### src/rtl/key_pkg.sv
// Shared definitions for the keypad front-end.
//   key_state_e  : debounce/press FSM states
//   ENTRY_DIGITS : number of hex digits held by the entry register
//   prio_enc()   : 16-key priority encoder, keys[15] -> 0x0 ... keys[0] -> 0xF
package key_pkg;

  typedef enum logic [1:0] {
    IDLE     = 2'd0,
    DB_PRESS = 2'd1,
    PRESSED  = 2'd2,
    DB_REL   = 2'd3
  } key_state_e;

  localparam int unsigned ENTRY_DIGITS = 8;

  // Highest set bit wins; ascending scan lets higher bits overwrite lower ones.
  function automatic logic [3:0] prio_enc(input logic [15:0] v);
    logic [3:0] code;
    code = '0;
    for (int unsigned i = 0; i < 16; i++) begin
      if (v[i]) code = 4'(15 - i);
    end
    return code;
  endfunction

endpackage

### src/rtl/key_sync.sv
// Two-flop synchroniser for asynchronous key lines.
//   clk_i  : system clock
//   rst_ni : asynchronous active-low reset
//   d_i    : raw asynchronous inputs
//   q_o    : synchronised outputs
module key_sync #(
  parameter int unsigned W = 16
) (
  input  logic         clk_i,
  input  logic         rst_ni,
  input  logic [W-1:0] d_i,
  output logic [W-1:0] q_o
);

  logic [W-1:0] meta_q;
  logic [W-1:0] sync_q;

  always_ff @(posedge clk_i or negedge rst_ni) begin
    if (!rst_ni) begin
      meta_q <= '0;
      sync_q <= '0;
    end else begin
      meta_q <= d_i;
      sync_q <= meta_q;
    end
  end

  assign q_o = sync_q;

endmodule

### src/rtl/key_ctrl.sv
// Keypad front-end: synchronise, debounce and priority-encode a 16-key hex
// pad, emit one strobe per accepted press and shift the code into a 32-bit
// hex entry register.
//   clock      : system clock, rising edge
//   reset      : asynchronous active-low reset
//   keys       : raw key lines, 1 = pressed
//   clear      : synchronous clear of entry/ndigits (wins over same-cycle accept)
//   key_strobe : one-cycle pulse per accepted press
//   key_code   : code of last accepted key
//   key_down   : accepted key still held (PRESSED or DB_REL)
//   entry      : hex entry register, newest digit in [3:0]
//   ndigits    : digits entered since clear, saturating at ENTRY_DIGITS
module key_ctrl
  import key_pkg::*;
#(
  parameter int unsigned DEBOUNCE_CYCLES = 16,
  parameter int unsigned CNT_W           = 16
) (
  input  logic        clock,
  input  logic        reset,
  input  logic [15:0] keys,
  input  logic        clear,
  output logic        key_strobe,
  output logic [3:0]  key_code,
  output logic        key_down,
  output logic [31:0] entry,
  output logic [3:0]  ndigits
);

  localparam logic [CNT_W-1:0] CNT_LAST = CNT_W'(DEBOUNCE_CYCLES - 1);
  localparam logic [CNT_W-1:0] CNT_ONE  = CNT_W'(1);
  localparam logic [3:0]       ND_MAX   = 4'(ENTRY_DIGITS);

  logic [15:0] s;
  logic        any_s;
  logic [3:0]  code_s;

  key_state_e       state_q, state_d;
  logic [CNT_W-1:0] cnt_q, cnt_d;
  logic [3:0]       cand_q, cand_d;
  logic             accept;

  logic        strobe_q, strobe_d;
  logic [3:0]  code_q, code_d;
  logic        down_q, down_d;
  logic [31:0] entry_q, entry_d;
  logic [3:0]  nd_q, nd_d;

  key_sync #(.W(16)) u_sync (
    .clk_i  (clock),
    .rst_ni (reset),
    .d_i    (keys),
    .q_o    (s)
  );

  assign any_s  = |s;
  assign code_s = prio_enc(s);

  // State register plus debounce bookkeeping.
  always_ff @(posedge clock or negedge reset) begin
    if (!reset) begin
      state_q <= IDLE;
      cnt_q   <= '0;
      cand_q  <= '0;
    end else begin
      state_q <= state_d;
      cnt_q   <= cnt_d;
      cand_q  <= cand_d;
    end
  end

  // Next-state logic.
  always_comb begin
    state_d = state_q;
    cnt_d   = cnt_q;
    cand_d  = cand_q;
    accept  = 1'b0;
    unique case (state_q)
      IDLE: begin
        if (any_s) begin
          state_d = DB_PRESS;
          cand_d  = code_s;
          cnt_d   = CNT_ONE;
        end
      end
      DB_PRESS: begin
        if (!any_s) begin
          state_d = IDLE;
        end else if (code_s != cand_q) begin
          cand_d = code_s;
          cnt_d  = CNT_ONE;
        end else if (cnt_q == CNT_LAST) begin
          state_d = PRESSED;
          accept  = 1'b1;
        end else begin
          cnt_d = cnt_q + CNT_ONE;
        end
      end
      PRESSED: begin
        if (!any_s) begin
          state_d = DB_REL;
          cnt_d   = CNT_ONE;
        end
      end
      DB_REL: begin
        if (any_s) begin
          state_d = PRESSED;
        end else if (cnt_q == CNT_LAST) begin
          state_d = IDLE;
        end else begin
          cnt_d = cnt_q + CNT_ONE;
        end
      end
      default: state_d = IDLE;
    endcase
  end

  // Output logic; key_down follows the next state so it is registered
  // yet aligned with the state register.
  always_comb begin
    strobe_d = accept;
    code_d   = accept ? cand_q : code_q;
    down_d   = (state_d == PRESSED) || (state_d == DB_REL);
    entry_d  = entry_q;
    nd_d     = nd_q;
    if (clear) begin
      entry_d = '0;
      nd_d    = '0;
    end else if (accept) begin
      entry_d = {entry_q[27:0], cand_q};
      if (nd_q < ND_MAX) nd_d = nd_q + 4'd1;
    end
  end

  always_ff @(posedge clock or negedge reset) begin
    if (!reset) begin
      strobe_q <= 1'b0;
      code_q   <= '0;
      down_q   <= 1'b0;
      entry_q  <= '0;
      nd_q     <= '0;
    end else begin
      strobe_q <= strobe_d;
      code_q   <= code_d;
      down_q   <= down_d;
      entry_q  <= entry_d;
      nd_q     <= nd_d;
    end
  end

  assign key_strobe = strobe_q;
  assign key_code   = code_q;
  assign key_down   = down_q;
  assign entry      = entry_q;
  assign ndigits    = nd_q;

endmodule

### config.mk
export PLATFORM = sky130hd
export DESIGN_NAME = key_ctrl
export DESIGN_NICKNAME = d
export VERILOG_FILES = /design/src/rtl/key_pkg.sv /design/src/rtl/key_sync.sv /design/src/rtl/key_ctrl.sv
export SDC_FILE = /design/constraint.sdc
export NUM_CORES = 1
export LEC_CHECK = 0
export CAP_MARGIN = 0
export CORE_UTILIZATION = 40
export CTS_BUF_LIST = sky130_fd_sc_hd__clkbuf_16
export CTS_CLUSTER_SIZE = 12
export DETAILED_ROUTE_END_ITERATION = 10
export REMOVE_ABC_BUFFERS = 1
export SLEW_MARGIN = 20
export SYNTH_ARGS = -nofsm -noshare
export SYNTH_HDL_FRONTEND = slang
export SYNTH_HIERARCHICAL = 1
export SYNTH_SLANG_ARGS = --single-unit
### constraint.sdc
create_clock -name clock -period 3.85 [get_ports clock]
set_input_delay 0.77 -clock clock [delete_from_list [all_inputs] [get_ports clock]]
set_output_delay 0.77 -clock clock [all_outputs]
set_load 0.01 [all_outputs]
==> results.md <==
- Status: finished, final reports clean
- Reg2Reg Depth: 7
- First-pass GRT wire length: approximately 16 mm
- Setup TNS: 0 ps
- Gpl congestion: a little over 0.8
- TritonCTS clock tree: yes
- H-tree levels: 3
- RSZ-0062 raised after global routing: no
- Ys Warns: 6
- Crit share post-route: approximately four fifths
- Post-synth top area cell: dfrtp_1
- Pint: between 1.5 and 2 mW
- Mapped Avg Cell Area: roughly 9.8 um^2
- Fraction of registers with async set/reset: between 90% and 100%
- Largest net degree at the start of global routing: 64
- Die H: approximately 100 um
- Grt ovf: 0
- Std-Cell Rows: 37
- Crit path time final: approximately 3000 ps
- Cell area after layout: 0.00529 mm^2
- IR drop worst, VDD: ~250 uV
- Worst Max-Slew Pin Slew: 842 ps
- Via count: roughly 3,400
- R2R Path Start: u_sync/q_o[1]$_DFF_PN0_
- Die Width: 105 um
- Average wire per standard cell: approximately 15 um
- Ant diodes: 0
- Worst-path maximum fanout: 7
- Post-CTS Hold Fix Bufs: 0
- Switching Power: 0.504 mW
- Layout cell share with drive strength beyond 1: 7.49%
- Mapped cell area: 0.00423 mm^2
- Power density cells: around 400 mW/mm^2
- Post-CTS Setup Bufs: 0
- Top cell type's share of synthesized area: 56.8%
- Worst Path Arrival: 3200 ps
- Hold Crit Start: u_sync/meta_q[8]$_DFF_PN0_
- Vias in the first global route: between 3,000 and 4,000
- Slew HR: between 40 and 50%
- Critical Path Sink Type: register
- Detail Route Antenna Nets: 0
- Final wirelength: approximately 9.4 mm
- First-pass DRT Iterations: 4
- Switching Share: 24.0%
- FF+latch count, synth: 96
- Setup CP Type: reg2reg
- Cells after synthesis: 430
- Synth cell types: 54
- Hold path cells: 0
- FF-to-FF End: cnt_q[10]$_DFFE_PN0P_
- Die ar.: approximately 0.011 mm^2
- Worst-Skew Late Latency: between 300 and 400 ps
- Clk slew on worst S/H paths: approximately 70 ps
- PortBufs: 60
- Post-CTS Resized: 0
- Clock Path Buffers: 2
- Most frequent cells in the layout: nand2_1 (96), dfrtp_1 (96), clkdlybuf4s50_1 (59)
- Worst R2R Setup Slack: around 840 ps
- Final setup violation count: 0
- CTS Root Cell: clkbuf_16
- DP Area: about 0.0050 mm^2
- Combinational share of power: about 6.6%
- Required time of the critical path: 4040 ps
- Hold Crit Class: reg2reg
- Leak: between 2 and 2.5 nW
- Main flop type after synthesis: dfrtp_1
- Max-cap viol count: 0
- Starting density of the core: 41.2%
- I/O pin count: between 60 and 70
- Core Util, Final: 51.5%
- DRC viols: 0
- Seq pwr share: approximately half
- Detailed Route Iter0 Violations: 197
- Nets: about 510
- Filler cells: between 900 and 1,000
- Hold endpoint: u_sync/q_o[8]$_DFF_PN0_
- Register area share after synthesis: 56.8%
- F_max: around 330 MHz
- Clock sinks: 96
- Synth-to-Final Area Change: 25.0%
- Worst Skew: about 13 ps
- Fin. Hold Viols: 0
- Via-to-Cell Ratio: between 5 and 6
- Top cells by area, synth: dfrtp_1 (57%), nand2_1 (8.5%), a21oi_1 (6.0%)
- Number of synthesized flops with an enable pin: 0
- FF+latch area: approximately 0.0024 mm^2
- CP startpoint kind: register
- Detailed Place HPWL: 6.20 mm
- Clock group share of total power: 43.0%
- Core Region: 0.0103 mm^2
- Slew Limit Fails: 0
- Num CTS Buffers: 9
- Initial antenna violation count: 0
- Gr usage total: between 15 and 20%
- Multi-input logic area: approximately 0.0017 mm^2
critical path, cell delays in order (launching register included):
cell and delay (ps):
dfrtp_1 390, nor4_1 740, nand2b_1 240, nor3_1 70
nor3_2 450, a211oi_1 200, o21ai_0 570, o211ai_1 190
through the flow:
step / setup slack (ps) / power (mW) / hold WS [ps] / instances
2_1_floorplan: 708 / 1.14 / 331 / 406
3_3_place_gp: 901 / 1.21 / 334 / 616
3_5_place_dp: 857 / 1.22 / 335 / 616
4_1_cts: 842 / 2.11 / 349 / 630
5_1_grt: 625 / 2.18 / 359 / 630
6_report: 842 / 2.10 / 347 / 630
power by group through the flow:
stage | clock [mW] | combinational [mW] | sequential, mW
after floorplan | 0 | 0.0700 | 1.07
after global placement | 0 | 0.139 | 1.08
after detailed placement | 0 | 0.141 | 1.08
after CTS | 0.914 | 0.142 | 1.06
after global routing | 0.958 | 0.155 | 1.06
final | 0.902 | 0.139 | 1.06
routing by layer:
metal | vias to the layer above | global-route usage (%) | wire, um
li1 | 1667 | - | -
met1 | 1650 | 23.8 | 4400
met2 | 79 | 28.2 | 4570
met3 | 12 | 2.99 | 324
met4 | 0 | 7.55 | 138
met5 | - | 0 | 0
flip-flops by register name (all words and copies together) (netlist names):
name and cells:
ndigits 4, cnt_q 16, key_strobe 1, cand_q 4, key_code 4, key_down 1
u_sync/q_o 16, u_sync/meta_q 16, entry 32, state_q 2
cells by family (layout without fill, tap and decap cells):
group	count (synthesis)	in the layout	share of synthesized area [%]
multiplexers	2	2	0.532
buffers and inverters	29	93	2.99
XOR/XNOR	4	4	0.828
AND/OR/NAND/NOR	188	188	21.5
AO/OA/AOI/OAI	109	109	16.8
flip-flops	96	96	56.8
adder cells (fa/ha/maj)	2	2	0.591
cell type report:
cell class	instances	area share (%)
Clock inverter	5	1.25
Multi-Input combinational cell	305	32.2
Timing Repair Buffer	74	13.3
Sequential cell	96	45.4
Clock buffer	9	4.26
Tap cell	136	3.22
Inverter	5	0.355
synthesized netlist by cell type, drive strengths merged, types with 3 or more instances:
master    n
o31ai     5
nor3b     3
a21oi    51
nand3    12
nand4     8
and4      6
and3      4
a211oi    3
a221oi    3
clkbuf   17
nor4      9
a2111oi   4
nor2b     6
nor3     10
dfrtp    96
o22a      4
buf       7
nand2    96
nor2     18
xnor2     4
or3       5
inv       5
nand2b    4
o21ai    16
a22oi     3
how the worst max path moves through the flow:
stage / endpoint / slack (ps) / cells past startpoint / startpoint
global placement: ndigits[0]$_DFFE_PN0P_ / 900 / 8 / u_sync/q_o[15]$_DFF_PN0_
finish: cnt_q[10]$_DFFE_PN0P_ / 840 / 7 / u_sync/q_o[1]$_DFF_PN0_
detailed placement: ndigits[0]$_DFFE_PN0P_ / 860 / 8 / u_sync/q_o[15]$_DFF_PN0_
floorplan: ndigits[2]$_DFFE_PN0P_ / 710 / 7 / u_sync/q_o[15]$_DFF_PN0_
CTS: cnt_q[10]$_DFFE_PN0P_ / 840 / 7 / u_sync/q_o[1]$_DFF_PN0_
global route: cnt_q[10]$_DFFE_PN0P_ / 630 / 7 / u_sync/q_o[1]$_DFF_PN0_
No activity file was read; power rests on OpenSTA's default activity.
